File: src/rtl/ql_timing_pkg.sv
// Shared timing definitions for the QL bus timer: speed modes, default
// divider settings and the width helper used to size its counters.
package ql_timing_pkg;

    typedef enum logic [1:0] {
        NORMAL = 2'd0,
        X2     = 2'd1,
        X4     = 2'd2,
        RSVD   = 2'd3
    } speed_t;

    localparam int DEF_BUS_DIV     = 8;
    localparam int DEF_FRAME_SLOTS = 4;
    localparam int DEF_TICK_DIV    = 641;
    localparam int DEF_RST_LEN     = 4095;

    // Bits needed to hold values 0..value-1.
    function automatic int clog2(input int value);
        int r;
        r = 0;
        while ((1 << r) < value) r++;
        return r;
    endfunction

endpackage

File: src/rtl/ql_bus_timer_if.sv
// Bus-timing bundle between the QL timer and its consumers.
// Optional statistics signals exist only when QL_BUS_STATS_EN is defined.
interface ql_bus_timer_if;

    logic [1:0] speed;
    logic       rst_req;
    logic       stall_in;

    logic       ce_p;
    logic       ce_n;
    logic       ce_vid;
    logic       ce_sd;
    logic       ce_tick;
    logic       duty_cycle;
    logic       cpu_cycle;
    logic       ce_bus_p;
    logic       ce_bus_n;
    logic       sys_reset;

`ifdef QL_BUS_STATS_EN
    logic [31:0] slot_count;
    logic [15:0] stall_count;

    modport master (
        input  speed, rst_req, stall_in,
        output ce_p, ce_n, ce_vid, ce_sd, ce_tick, duty_cycle, cpu_cycle,
               ce_bus_p, ce_bus_n, sys_reset, slot_count, stall_count
    );

    modport slave (
        output speed, rst_req, stall_in,
        input  ce_p, ce_n, ce_vid, ce_sd, ce_tick, duty_cycle, cpu_cycle,
               ce_bus_p, ce_bus_n, sys_reset, slot_count, stall_count
    );
`else
    modport master (
        input  speed, rst_req, stall_in,
        output ce_p, ce_n, ce_vid, ce_sd, ce_tick, duty_cycle, cpu_cycle,
               ce_bus_p, ce_bus_n, sys_reset
    );

    modport slave (
        output speed, rst_req, stall_in,
        input  ce_p, ce_n, ce_vid, ce_sd, ce_tick, duty_cycle, cpu_cycle,
               ce_bus_p, ce_bus_n, sys_reset
    );
`endif

endinterface

File: src/rtl/ql_reset_stretch.sv
// Stretches any reset request into a sys_reset lasting RST_LEN bus
// phases (ce_p pulses) after the request goes away.
module ql_reset_stretch
    import ql_timing_pkg::*;
#(
    parameter int RST_LEN = DEF_RST_LEN
) (
    input  logic clk_sys,
    input  logic RESET,
    input  logic rst_req,
    input  logic ce_p,
    output logic sys_reset
);

    localparam int RC_W = clog2(RST_LEN + 1);

    logic [RC_W-1:0] rcnt;

    // A request arriving mid-count simply reloads the full length.
    always_ff @(posedge clk_sys) begin
        if (RESET || rst_req) begin
            rcnt      <= RC_W'(RST_LEN);
            sys_reset <= 1'b1;
        end else begin
            if (ce_p && (rcnt != '0)) rcnt <= rcnt - RC_W'(1);
            sys_reset <= (rcnt != '0);
        end
    end

endmodule

File: src/rtl/ql_bus_timer.sv
// QL clock-enable, CPU bus-slot arbitration and reset sequencing.
// Define QL_BUS_STATS_EN to add granted-slot and stalled-slot counters.
module ql_bus_timer
    import ql_timing_pkg::*;
#(
    parameter int BUS_DIV     = DEF_BUS_DIV,
    parameter int FRAME_SLOTS = DEF_FRAME_SLOTS,
    parameter int TICK_DIV    = DEF_TICK_DIV,
    parameter int RST_LEN     = DEF_RST_LEN
) (
    input  logic           clk_sys,
    input  logic           RESET,
    ql_bus_timer_if.master bus
);

    localparam int CNT_W  = clog2(BUS_DIV * FRAME_SLOTS);
    localparam int PH_W   = clog2(BUS_DIV);
    localparam int SL_W   = CNT_W - PH_W;
    localparam int HALF_W = PH_W - 1;
    localparam int TICK_W = clog2(TICK_DIV);
    localparam logic [PH_W-1:0]   PH_HALF   = PH_W'(BUS_DIV / 2);
    localparam logic [TICK_W-1:0] TICK_LAST = TICK_W'(TICK_DIV - 1);

    logic [CNT_W-1:0]  cnt;
    logic [PH_W-1:0]   phase;
    logic [SL_W-1:0]   slot;
    logic              frame_start;
    logic              slot_start;

    speed_t            speed_act;
    speed_t            speed_eff;
    logic              sub;
    logic              sub_nxt;
    logic              duty_nxt;
    logic              eligible;
    logic              grant;

    logic              ce_p;
    logic              ce_n;
    logic              ce_sd;
    logic              duty;
    logic              cpu;

    logic [TICK_W-1:0] tcnt;
    logic              tick_armed;
    logic              ce_tick;
    logic              sys_reset;

    assign phase       = cnt[PH_W-1:0];
    assign slot        = cnt[CNT_W-1:PH_W];
    assign frame_start = (cnt == '0);
    assign slot_start  = (phase == '0);

    // At a frame boundary the incoming speed already governs slot 0.
    always_comb begin
        speed_eff = frame_start ? speed_t'(bus.speed) : speed_act;
        duty_nxt  = 1'b1;
        case (speed_eff)
            NORMAL:  duty_nxt = (slot == '0);
            X2:      duty_nxt = ~slot[0];
            default: duty_nxt = 1'b1;
        endcase
        sub_nxt = sub;
        if (frame_start) sub_nxt = (speed_eff == NORMAL) ? ~sub : 1'b1;
        eligible = duty_nxt & sub_nxt;
        grant    = eligible & ~bus.stall_in;
    end

    always_ff @(posedge clk_sys) begin
        if (RESET) begin
            cnt       <= '0;
            speed_act <= NORMAL;
            sub       <= 1'b0;
            duty      <= 1'b0;
            cpu       <= 1'b0;
            ce_p      <= 1'b0;
            ce_n      <= 1'b0;
            ce_sd     <= 1'b0;
        end else begin
            cnt   <= cnt + CNT_W'(1);
            ce_p  <= slot_start;
            ce_n  <= (phase == PH_HALF);
            ce_sd <= (phase[HALF_W-1:0] == '0);
            if (frame_start) begin
                speed_act <= speed_eff;
                sub       <= sub_nxt;
            end
            if (slot_start) begin
                duty <= duty_nxt;
                cpu  <= grant;
            end
        end
    end

    // The idle count of 0 straight out of reset does not produce a tick.
    always_ff @(posedge clk_sys) begin
        if (RESET) begin
            tcnt       <= '0;
            tick_armed <= 1'b0;
            ce_tick    <= 1'b0;
        end else begin
            tcnt       <= (tcnt == TICK_LAST) ? '0 : tcnt + TICK_W'(1);
            tick_armed <= 1'b1;
            ce_tick    <= tick_armed && (tcnt == '0);
        end
    end

    ql_reset_stretch #(
        .RST_LEN (RST_LEN)
    ) u_reset_stretch (
        .clk_sys   (clk_sys),
        .RESET     (RESET),
        .rst_req   (bus.rst_req),
        .ce_p      (ce_p),
        .sys_reset (sys_reset)
    );

    assign bus.ce_p       = ce_p;
    assign bus.ce_n       = ce_n;
    assign bus.ce_vid     = ce_p;
    assign bus.ce_sd      = ce_sd;
    assign bus.ce_tick    = ce_tick;
    assign bus.duty_cycle = duty;
    assign bus.cpu_cycle  = cpu;
    assign bus.ce_bus_p   = duty & ce_p;
    assign bus.ce_bus_n   = duty & ce_n;
    assign bus.sys_reset  = sys_reset;

`ifdef QL_BUS_STATS_EN
    logic [31:0] slot_count;
    logic [15:0] stall_count;

    always_ff @(posedge clk_sys) begin
        if (RESET || sys_reset) begin
            slot_count  <= '0;
            stall_count <= '0;
        end else if (slot_start) begin
            if (grant && (slot_count != '1)) slot_count <= slot_count + 32'd1;
            if (eligible && bus.stall_in && (stall_count != '1))
                stall_count <= stall_count + 16'd1;
        end
    end

    assign bus.slot_count  = slot_count;
    assign bus.stall_count = stall_count;
`endif

endmodule

File: src/flat_wrapper.sv
// flat-port wrapper written by rule: the top's interface ports become plain ports
module ql_bus_timer_flat import ql_timing_pkg::*;
#(
    parameter int BUS_DIV     = DEF_BUS_DIV,
    parameter int FRAME_SLOTS = DEF_FRAME_SLOTS,
    parameter int TICK_DIV    = DEF_TICK_DIV,
    parameter int RST_LEN     = DEF_RST_LEN
)
  (clk_sys, RESET, bus_speed, bus_rst_req, bus_stall_in, bus_ce_p, bus_ce_n, bus_ce_vid, bus_ce_sd, bus_ce_tick, bus_duty_cycle, bus_cpu_cycle, bus_ce_bus_p, bus_ce_bus_n, bus_sys_reset);
  ql_bus_timer_if bus_i ();
  input  logic clk_sys;
  input  logic RESET;
  input wire logic [$bits(bus_i.speed)-1:0] bus_speed;
  input wire logic [$bits(bus_i.rst_req)-1:0] bus_rst_req;
  input wire logic [$bits(bus_i.stall_in)-1:0] bus_stall_in;
  output wire logic [$bits(bus_i.ce_p)-1:0] bus_ce_p;
  output wire logic [$bits(bus_i.ce_n)-1:0] bus_ce_n;
  output wire logic [$bits(bus_i.ce_vid)-1:0] bus_ce_vid;
  output wire logic [$bits(bus_i.ce_sd)-1:0] bus_ce_sd;
  output wire logic [$bits(bus_i.ce_tick)-1:0] bus_ce_tick;
  output wire logic [$bits(bus_i.duty_cycle)-1:0] bus_duty_cycle;
  output wire logic [$bits(bus_i.cpu_cycle)-1:0] bus_cpu_cycle;
  output wire logic [$bits(bus_i.ce_bus_p)-1:0] bus_ce_bus_p;
  output wire logic [$bits(bus_i.ce_bus_n)-1:0] bus_ce_bus_n;
  output wire logic [$bits(bus_i.sys_reset)-1:0] bus_sys_reset;
  assign bus_i.speed = bus_speed;
  assign bus_i.rst_req = bus_rst_req;
  assign bus_i.stall_in = bus_stall_in;
  assign bus_ce_p = bus_i.ce_p;
  assign bus_ce_n = bus_i.ce_n;
  assign bus_ce_vid = bus_i.ce_vid;
  assign bus_ce_sd = bus_i.ce_sd;
  assign bus_ce_tick = bus_i.ce_tick;
  assign bus_duty_cycle = bus_i.duty_cycle;
  assign bus_cpu_cycle = bus_i.cpu_cycle;
  assign bus_ce_bus_p = bus_i.ce_bus_p;
  assign bus_ce_bus_n = bus_i.ce_bus_n;
  assign bus_sys_reset = bus_i.sys_reset;
  ql_bus_timer #(.BUS_DIV(BUS_DIV), .FRAME_SLOTS(FRAME_SLOTS), .TICK_DIV(TICK_DIV), .RST_LEN(RST_LEN)) u_core (.clk_sys(clk_sys), .RESET(RESET), .bus(bus_i));
endmodule
File: config.mk
export PLATFORM = sky130hd
export DESIGN_NAME = ql_bus_timer_flat
export DESIGN_NICKNAME = d
export VERILOG_FILES = /design/src/rtl/ql_timing_pkg.sv /design/src/rtl/ql_bus_timer_if.sv /design/src/rtl/ql_reset_stretch.sv /design/src/rtl/ql_bus_timer.sv /design/src/flat_wrapper.sv
export SDC_FILE = /design/constraint.sdc
export NUM_CORES = 1
export LEC_CHECK = 0
export CAP_MARGIN = 0
export CELL_PAD_IN_SITES_DETAIL_PLACEMENT = 1
export CELL_PAD_IN_SITES_GLOBAL_PLACEMENT = 2
export CORE_MARGIN = 2
export CORE_UTILIZATION = 35
export CTS_BUF_LIST = sky130_fd_sc_hd__clkbuf_4 sky130_fd_sc_hd__clkbuf_8 sky130_fd_sc_hd__clkbuf_16
export CTS_CLUSTER_SIZE = 12
export DETAILED_ROUTE_END_ITERATION = 10
export GPL_ROUTABILITY_DRIVEN = 0
export GPL_TIMING_DRIVEN = 0
export HOLD_SLACK_MARGIN = 0.08
export PLACE_DENSITY = 0.85
export REMOVE_ABC_BUFFERS = 1
export SKIP_CTS_REPAIR_TIMING = 1
export SLEW_MARGIN = 25
export SYNTH_ARGS = -nofsm -noshare
export SYNTH_HDL_FRONTEND = slang
export SYNTH_SLANG_ARGS = --single-unit
File: constraint.sdc
create_clock -name clk_sys -period 2.8 [get_ports clk_sys]
set_clock_uncertainty 0.15 [all_clocks]
set_input_delay 0.56 -clock clk_sys [delete_from_list [all_inputs] [get_ports clk_sys]]
set_output_delay 0.56 -clock clk_sys [all_outputs]
set_load 0.05 [all_outputs]
==> results.md <==
- The number of synthesized flops with an enable pin is 0.
- After layout, the design draws a total of 1.26 mW.
- The post-route antenna net violation count is 0.
- For this run, the number of Yosys warnings is 0.
- The maximum resistive drop on vdd is 0.303 mV.
- The area growth from synthesis to layout is 20.3%.
- The starting utilization of the core area is 37.1%.
- In this run the vertical extent of the chip is 72.6 microns.
- Max-cap violations in this run came to 0.
- The maximum clock frequency is 403 MHz.
- For this design the static power due to leakage is 0.742 nW.
- Setup total negative slack on the finished layout was measured at 0 ns.
- The number of nets at the end of the flow is 202.
- For this design the top-level I/O count stands at 16.
- The number of placed instances, taps included, is 235.
- The clock insertion delay at the later pin of the skew report is 0.29 ns.
- Counting every sink on the clock net gives 38.
- STA classifies the critical path endpoint as a primary output.
- In this run the worst path has a maximum fanout of 9.
- The number of hold violations in the final report is 0.
- The initialized floorplan defines 24 standard-cell rows.
- For the worst setup path, the data required time is 2.09 ns.
- Fill cells in the final layout number 527.
- The smallest clock period supported by the final layout is computed as 2.48 ns.
- For this run, the total global-route usage over all layers was measured as 15.0%.
- The number of global-route vias before repair is 1421.
- At the worst endpoint, the arrival time is 1.77 ns.
- At the pin with the least slew margin, the transition time is 0.766 ns.
- The floorplan step set the die width to 72.6 microns.
- The first global-routing pass estimated 6070 microns of wire.
- Clock-pin slew was measured on the worst setup and hold paths at 0.08 ns.
- The total via count after detailed routing is 1298.
- The gate count of the mapped netlist is 172.
- The number of distinct library cells after synthesis is 42.
- The final core utilization is 44.6%.
- The delay of the slowest cell on the worst path is 0.80 ns.
- The worst setup path is of the register to primary output kind.
- The synthesized cell area is 0.00165 sq mm.
- The count of input and output buffers is 15.
- The power density over the cells is 637 mW/mm^2.
- The run finished with clean final reports.
- The initial antenna violation count was 0.
- The critical-path cell with the highest stage delay is clkdlybuf4s50_1.
- TritonCTS built the clock tree.
- Counting the buffers created by CTS gives 5.
- Setup repair after global routing left no endpoint under its margin.
- The repair_antennas step left the layout with diodes totalling 0.
- The maximum buffer depth of the clock tree is 2.
- The root buffer cell chosen for the clock tree is clkbuf_8.
- The placeable core region is 0.00444 sq mm.
- The max-slew violation count is 0.
- The proportion of layout cells with a drive suffix above 1 is 8.90%.
- The worst path uses 88.7% of the clock period.
- After detailed routing, the number of remaining DRC violations is 0.
- The area taken by multi-input logic gates is 831 sq um.
- Summed over all layers, the routed wires come to 3450 microns.
- The worst slack after detailed placement is 0.268 ns.
- After the flow finishes, the layout carries non-filler instances totaling 243.
- Setup violations remaining at the end of the flow were counted as 0.
- In this run the worst hold path is classified as register to register.
- After synthesis, the share of flip-flops with an asynchronous set or reset is 0%.
- The top cell types in the final layout, fill and taps aside, are dfxtp_1 (38), nor2_1 (18), clkdlybuf4s50_1 (15).
- The via count normalized by instance count is 5.34.
- Across all setup checks in the final design, the least slack found is 0.316 ns.
- The first TritonRoute pass finished after 4 iterations.
- The total congestion overflow is 0.
- Across the whole layout, storage elements account for 761 sq um.
- The mean area per synthesized cell is 9.58 sq um.
- The finished cells cover 0.00198 sq mm.
- The signal on the critical path passes through and2_1 > clkdlybuf4s50_1.
- The proportion of synthesized chip area in sequential cells is 46.2%.
- The flip-flop and latch count after synthesis is 38.
- For this block, the initial DRC count from the detailed router was 25.
- The prevailing post-synth register cell is dfxtp_1.
- The most frequent standard cell in the layout excluding fill and tap cells is dfxtp_1.
- The post-DP HPWL is 2630 microns.
- Entering global routing, the biggest net connects 15 pins.
- The worst slew slack as a fraction of its limit is 48.8%.
- Dividing the detail-routed wire length by the instance count gives 14.2 microns.
- The number of H-tree levels is 2.
- The worst setup path is launched from a register.
- The overall die area is 0.00527 sq mm.
- After detailed placement, the total cell area comes to 0.00184 sq mm.
- On the final layout, the worst hold slack is 0.323 ns.
## sequential cells by signal, indices dropped and copies added (netlist names)
register	cells
u_core.u_reset_stretch.rcnt	12
u_core.tcnt	10
u_core.cnt	5
u_core.speed_act	2
u_core.bus.ce_n	1
u_core.bus.ce_p	1
u_core.bus.ce_sd	1
u_core.bus.ce_tick	1
u_core.bus.cpu_cycle	1
u_core.bus.duty_cycle	1
u_core.sub	1
u_core.tick_armed	1
u_core.u_reset_stretch.sys_reset	1
## metal layers
layer	vias up	share of wire, %	track usage, %
li1	643	-	-
met1	632	42	16.0
met2	17	54	27.3
met3	6	2.9	4.28
met4	0	1.6	6.38
met5	-	0	0
## cell usage after synthesis, types with 2 or more instances
cell type / count / share of area [%]
nor3b_1: 2 / 0.91
nor3_1: 2 / 0.61
nand3_1: 6 / 1.8
o21ai_0: 4 / 1.2
nor2b_1: 4 / 1.5
or2_2: 2 / 0.76
o41ai_1: 2 / 1.1
nand2_1: 9 / 2.0
a21oi_1: 6 / 1.8
inv_1: 10 / 2.3
nor4b_1: 3 / 1.6
clkbuf_1: 3 / 0.68
o31ai_1: 3 / 1.4
xnor2_1: 7 / 3.7
dfxtp_1: 38 / 46
nor2_1: 18 / 4.1
and3_1: 3 / 1.1
xor2_1: 5 / 2.7
ha_1: 6 / 4.6
or3_1: 4 / 1.5
a211oi_1: 2 / 0.91
and2_1: 4 / 1.5
nand2b_1: 3 / 1.1
nor4_1: 5 / 1.9
mux2i_1: 2 / 1.2
o211ai_1: 2 / 0.91
nand3b_1: 2 / 0.91
## final timing paths
kind	from	endpoint	slack [ns]	depth (start not counted)
min	u_core.cnt[0]$_SDFF_PP0_	u_core.cnt[0]$_SDFF_PP0_	0.32	1
max	u_core.bus.ce_p$_SDFF_PP0_	bus_ce_bus_p	0.32	2
min reg2reg	u_core.cnt[0]$_SDFF_PP0_	u_core.cnt[0]$_SDFF_PP0_	0.32	1
max reg2reg	u_core.u_reset_stretch.rcnt[0]$_SDFFE_PP1P_	u_core.u_reset_stretch.rcnt[1]$_SDFFE_PP1P_	0.64	6
## final cells by class
cell class,instances,area share [%]
tap,52,3.28
timing repair buffer,15,7.58
multi-input combinational,120,41.9
clock buffer,5,3.47
clock inverter,3,3.47
sequential,38,38.4
inverter,10,1.89
## critical path: cells and delay by family, from the launching register on
| family | cells | cell delay (ns) |
|---|---|---|
| and+or+nand+nor | 1 | 0.18 |
| buffers and inverters | 1 | 0.80 |
| DFF | 1 | 0.50 |
## logic make-up (layout without fill, tap and decap cells)
group,Yosys count,in the layout,share of synthesized area [%]
DFF,38,38,46.2
and+or+nand+nor,74,74,26.3
buffers and inverters,14,33,3.42
AOI/OAI and AO/OA,26,26,11.9
xor gates and xnor gates,12,12,6.38
adders and majority gates,6,6,4.56
muxes,2,2,1.21
## where the power goes
group	internal, mW	leakage [nW]	switching (mW)
clock	0.357	0.0683	0.202
combinational	0.0495	0.363	0.0752
sequential	0.561	0.310	0.0183
total	0.967	0.742	0.296
Note: power is estimated with default switching activity, not from simulation.
